==> src/rtl/dds_voice_scheduler.sv <==
// Round-robin scheduler that shares one note/pitch-to-DDS converter across all voices.
// Each voice's phase increment is stored in a per-voice slot that the DDS accumulators read directly.
module dds_voice_scheduler #(
    parameter int  VOICES   = 8,
    parameter int  CONV_LAT = 16,
    localparam int VW       = $clog2(VOICES)
) (
    input  logic                 clk,
    input  logic                 rst_n,
    input  logic [7*VOICES-1:0]  note_in,
    input  logic [VOICES-1:0]    gate_in,
    input  logic [13:0]          pitch_in,
    output logic [6:0]           conv_note,
    output logic [13:0]          conv_pitch,
    input  logic [31:0]          conv_adder,
    output logic [32*VOICES-1:0] adder_out,
    output logic                 upd_strobe,
    output logic [VW-1:0]        upd_voice,
    output logic                 sweep_done
);

    localparam int CW = $clog2(CONV_LAT + 1);

    typedef enum logic [1:0] {
        LOAD,
        WAIT,
        STORE
    } state_t;

    state_t         state;
    state_t         next_state;
    logic [VW-1:0]  vi;
    logic [CW-1:0]  wait_cnt;
    logic [6:0]     note_arr [VOICES];
    logic [31:0]    slot     [VOICES];
    logic           last_voice;
    logic           load_conv;
    logic           wr_en;
    logic [31:0]    wr_data;

    for (genvar g = 0; g < VOICES; g++) begin : g_voice
        assign note_arr[g]            = note_in[7*g +: 7];
        assign adder_out[32*g +: 32]  = slot[g];
    end

    // Wrap explicitly at VOICES-1 so non-power-of-2 voice counts never index a missing slot.
    assign last_voice = (vi == VW'(VOICES - 1));

    always_ff @(posedge clk) begin
        if (!rst_n) begin
            state <= LOAD;
        end else begin
            state <= next_state;
        end
    end

    always_comb begin
        next_state = state;
        case (state)
            LOAD:    next_state = gate_in[vi] ? WAIT : LOAD;
            WAIT:    next_state = (wait_cnt == '0) ? STORE : WAIT;
            STORE:   next_state = LOAD;
            default: next_state = LOAD;
        endcase
    end

    // Ungated voices are cleared in their LOAD cycle without occupying the converter.
    always_comb begin
        load_conv = 1'b0;
        wr_en     = 1'b0;
        wr_data   = '0;
        case (state)
            LOAD: begin
                if (gate_in[vi]) begin
                    load_conv = 1'b1;
                end else begin
                    wr_en = 1'b1;
                end
            end
            STORE: begin
                wr_en   = 1'b1;
                wr_data = conv_adder;
            end
            default: ;
        endcase
    end

    always_ff @(posedge clk) begin
        if (!rst_n) begin
            vi         <= '0;
            wait_cnt   <= '0;
            conv_note  <= '0;
            conv_pitch <= 14'd8192;
            upd_strobe <= 1'b0;
            upd_voice  <= '0;
            sweep_done <= 1'b0;
            for (int i = 0; i < VOICES; i++) begin
                slot[i] <= '0;
            end
        end else begin
            upd_strobe <= wr_en;
            sweep_done <= wr_en && last_voice;
            if (wr_en) begin
                slot[vi]  <= wr_data;
                upd_voice <= vi;
                vi        <= last_voice ? '0 : vi + 1'b1;
            end
            if (load_conv) begin
                conv_note  <= note_arr[vi];
                conv_pitch <= pitch_in;
                wait_cnt   <= CW'(CONV_LAT - 1);
            end else if (state == WAIT && wait_cnt != '0) begin
                wait_cnt <= wait_cnt - 1'b1;
            end
        end
    end

endmodule

==> config.mk <==
export PLATFORM = sky130hd
export DESIGN_NAME = dds_voice_scheduler
export DESIGN_NICKNAME = d
export VERILOG_FILES = /design/src/rtl/dds_voice_scheduler.sv
export SDC_FILE = /design/constraint.sdc
export NUM_CORES = 1
export LEC_CHECK = 0
export ABC_AREA = 0
export BUFFER_PORTS_ARGS = -buffer_cell sky130_fd_sc_hd__buf_2
export CAP_MARGIN = 20
export CORE_ASPECT_RATIO = 0.9
export CORE_MARGIN = 4
export CORE_UTILIZATION = 45
export DETAILED_ROUTE_END_ITERATION = 16
export GPL_TIMING_DRIVEN = 0
export PLACE_DENSITY = 0.76
export SKIP_LAST_GASP = 1
export SYNTH_ARGS = -nofsm -noshare
export SYNTH_HDL_FRONTEND = slang
export SYNTH_SLANG_ARGS = --single-unit
==> constraint.sdc <==
create_clock -name clk -period 5.5 [get_ports clk]
set_input_delay 1.375 -clock clk [delete_from_list [all_inputs] [get_ports clk]]
set_output_delay 1.375 -clock clk [all_outputs]
set_load 0.05 [all_outputs]
# Yosys cells after proc, flatten, opt, wreduce, memory -nomap -nowiden

Memories as Yosys holds them, arrays and structs flattened.
Cells that the tools add are included.
Widths: inputs -> output; s select.

Add/subtract/negate cells: 2
Multipliers: 0
Divide/modulo/power cells: 0
Magnitude comparators: 2
Equality and inequality tests: 3
Shift operators: 0
Mux-type cells: 23
Bitwise gates (word level): 2
Reduce and logical (&&, ||, !) cells: 8

Operator list:

| operator            | number |
|---|---|
| $mux 32             | 2 |
| $reduce_or 32->1    | 1 |
| $bmux 7 s3          | 1 |
| $mux 7              | 2 |
| $mux 1              | 10 |
| $mux 4              | 2 |
| $mux 3              | 2 |
| $logic_not 5->1     | 1 |
| $reduce_bool 5->1   | 1 |
| $sub 5x1->5 const B | 1 |
| $ge 4x4->1 const B  | 1 |
| $lt 3x4->1 const B  | 1 |
| $not 3->4           | 1 |
| $pmux 2 s2          | 1 |
| $add 3x1->3 const B | 1 |
| $bmux 1 s3          | 1 |
| $eq 3x3->1 const B  | 1 |
| $eq 2x1->1 const B  | 1 |
| $eq 2x2->1 const B  | 1 |
| $logic_and 1x1->1   | 2 |
| $logic_not 2->1     | 1 |
| $mux 2              | 1 |
| $pmux 1 s2          | 1 |
| $reduce_bool 2->1   | 1 |
| 2 further kinds     | 2 |

Register bits after elaboration: 36
Bits in latches: 0
RAM bits: 256
Bits in read-only memories: 0
Bits of input ports: 112
Output and inout port bits: 282
Word-level logic and storage cells: 50
Memories kept: 1

Memories:

| memory | depth | width | rd ports | clocked after memory_dff | wr ports | line | RTL |
|---|---|---|---|---|---|---|---|
| slot   | 8     | 32    | 8        | 0                        | 8        | 35   | `logic [31:0] slot [VOICES];` |

# Logic depth before layout (Yosys ltp)

Depth in word-level cells: 9
Mapped depth: 6
Depth with buffers taken out: 6

# Least setup slack after synthesis

No wires, ideal clock.

Path type: in2reg
Start point: input gate_in[7]
End point: memory slot[7][0] (enable)
Setup time: 0.511 ns
Arrival time: 5.159 ns
Required time: 4.989 ns
Setup slack: -0.170 ns
Stages on the path: 3
Path buffers: 0
Cell sequence: mux2i_1 > a221oi_4 > o41ai_1

RTL lines:

| what        | line | RTL |
|---|---|---|
| from (decl) | 11   | `input logic [VOICES-1:0] gate_in,` |
| to (decl)   | 35   |  |

==> summary.txt <==
Clock network
  – CTS tree: built
  – # resized after CTS: 0
  – CTS Root Cell: clkbuf_16
  – Num CTS Buffers: 30
  – Worst-path clk slew: 60 ps
  – Post-CTS setup buffer count: 0
  – CTS H-tree depth: 1
  – Number of hold buffers added after CTS: 0
  – Clock sink count: 292
  – Clk_lat worst skew: 550 ps
  – CTS Buffer Depth: 3

Worst setup path
  – Critical-path top delay cell: o21ai_4
  – Crit path kind: in2reg
  – Family with the most delay on the worst path: buffers and inverters
  – Critical path startpoint category: primary input
  – Critical R2R Launch: vi[2]
  – Critical path cell sequence: clkbuf_1 > inv_1 > nor2_1 > nand2_1 > o21ai_4 > buf_16
  – Worst EP required: 5740 ps
  – R2R Setup Slk: 2590 ps
  – CP max FO: 22
  – CP max stage delay: 630 ps
  – Worst Path Buf+Inv: 3
  – WP data arrival: 3380 ps
  – Path depth of the worst reg2reg path: 6
  – Reg2Reg Capture Point: slot[0][26]
  – Setup crit end kind: flip-flop

Hold path
  – Hold path start: conv_pitch[4]
  – Hold WC Path Type: reg2reg
  – Hold path cells: 2
  – Worst hold endpoint: conv_pitch[4]

Synthesis
  – Mapped Area: 11200 sq um
  – Mapped Cells: 827
  – Syn Nets: 943
  – Syn avg cell area: 13.5 sq um
  – Largest cells by area after synthesis: edfxtp_1 69%, nor2_1 8.9%, dfxtp_1 6.5%
  – Ys Warns: 0
  – Synth Flop Type: edfxtp_1
  – Sequential element share of the synthesized area: 0.754
  – Synth top area share: 0.689
  – Yosys top cell by area: edfxtp_1
  – #FFs+latches synth: 292
  – Number of flops mapped to enable cells by yosys: 256
  – Netlist cell types: 41
  – Share of synthesized registers carrying an async set or reset: 0

Floorplanning
  – Die Wd: 174 microns
  – IO Count: 394
  – Initial Util: 0.458
  – Die area: 27400 sq um
  – Die H: 157 microns
  – Core box area: 24300 sq um
  – Std cell rows: 54

Timing
  – RSZ-0062 raised after global routing: false
  – Sum Neg Setup Slack: 0 ps
  – Post-route clock skew: 14.1 ps
  – Fin worst setup slack: 2370 ps
  – Count of pins over their slew limit: 0
  – Final hold violations: 0
  – Least-Margin Pin Slew: 1030 ps
  – Final setup viols: 0
  – Final worst path period share: 0.570
  – Fmax: 0.319 GHz
  – Crit path time final: 3130 ps
  – Relative max-transition margin: 0.312

Power
  – Worst vdd ir: 0.299 mV
  – Power Dens Cells: 472 nW/um^2
  – Leakage power total: 6.08 nW

Run status
  – Status: completed

Global routing
  – Vias in the first global route: 8124
  – Initial antenna violation count: 0
  – Largest net degree at the start of global routing: 23
  – GR Overflow Total: 0
  – First-pass GRT wire length: 48900 microns
  – Total GRT Usage: 0.235

Placed design
  – DP Wirelength: 24900 microns
  – Routability Congestion: 0.852
  – Cell total after placement: 1536
  – Setup Slack @ Placement: 1750 ps
  – IO Port Bufs: 392

Cells and area
  – # fillers: 1893
  – Layout Area Growth over Synthesis: 34.1%
  – Fraction of layout cells with a size suffix above 1: 0.375
  – # diodes: 0
  – Nets: 1376
  – Post-Layout Cell Count: 1592

Detailed routing
  – Routed Antenna Nets: 0
  – Vias/cell: 5.21
  – Final wirelength: 34100 microns
  – Residual DRC count: 0
  – Vias: 8297
  – DR iter-0 viols: 762
  – First-pass DRT Iterations: 5
  – Drt wl/cell: 21.4 microns

Job
  – Max-cap violation count: 0
cells in the mapped netlist (4+ instances only):
library cell and count:
o211ai_1 7, a22oi_1 7, buf_2 9, clkbuf_1 36, mux4_2 5, nor2b_1 6
nand2_1 92, o21ai_0 8, mux2i_1 38, a32oi_1 5, edfxtp_1 256, inv_1 5
dfxtp_1 36, a21oi_1 5, ha_1 4, nor2_1 265
sequential cells by signal, summed over array words and instances (netlist names):
| name | cells |
|---|---|
| conv_note | 7 |
| conv_pitch | 14 |
| slot | 256 |
| state | 2 |
| sweep_done | 1 |
| upd_strobe | 1 |
| upd_voice | 3 |
| vi | 3 |
| wait_cnt | 5 |
power by group:
group / internal [mW] / switching [mW]
clock: 1.47 / 0.860
sequential: 2.66 / 0.0946
combinational: 0.491 / 1.47
total: 4.62 / 2.43
layer usage:
| metal | track usage | vias up | wire, microns |
|---|---|---|---|
| li1 | - | 3776 | - |
| met4 | 0.0667 | 0 | 925 |
| met1 | 0.297 | 3998 | 13300 |
| met3 | 0.0540 | 56 | 3050 |
| met2 | 0.413 | 467 | 16900 |
| met5 | 0 | - | 0 |
how the worst max path moves through the flow:
stage,startpoint,to,slack (ps),cells after the start
finish,rst_n,slot[0][26],2370,6
global route,rst_n,slot[0][28],2220,6
CTS,rst_n,slot[0][6],2330,6
detailed placement,rst_n,slot[0][26],1750,6
global placement,rst_n,slot[0][29],-1820,5
floorplan,gate_in[7],slot[4][0],600,5
cell usage in the layout (no fill, tap or decap), types with 5 or more instances in the layout:
master	n
a21oi_1	5
a22oi_1	7
a32oi_1	5
buf_16	5
buf_2	401
bufinv_16	10
clkbuf_1	38
clkbuf_16	30
dfxtp_1	36
edfxtp_1	256
inv_1	5
mux2i_1	38
mux4_2	5
nand2_1	92
nor2_1	265
nor2b_1	6
o211ai_1	7
o21ai_4	7
logic make-up after synthesis:
family / synth area share
xor gates and xnor gates: 0.00314
muxes: 0.0499
AOI/OAI and AO/OA: 0.0333
DFF: 0.754
buffers and inverters: 0.0219
and+or+nand+nor: 0.133
adders and majority gates: 0.00449
worst register-to-register path, delay by kind of cell (launching register included):
kind	cells	cell delay (ps)
simple gates	1	150
flops	1	340
buf+inv	2	630
compound gates	3	1530
final cells by class:
class,count,area [sq um],area share
Clock buffer,32,758,0.0507
Sequential cell,292,8410,0.562
Clock inverter,24,390,0.0261
Tap cell,308,385,0.0258
Multi-Input combinational cell,479,2600,0.174
Buffer,51,225,0.0151
Timing Repair Buffer,401,2170,0.145
Inverter,5,18.8,0.00126
metrics by stage:
step                instance area [sq um]  total power, mW  utilization  hold WS, ps
finish                              14900             7.05        0.615          457
global placement                    13500             4.70        0.555          442
floorplan                           11200             4.21            -          546
detailed placement                  13800             4.78        0.567          450
CTS                                 14900             7.09        0.615          458
global route                        14900             7.30        0.615          477
Note: power is estimated with default switching activity, not from simulation.
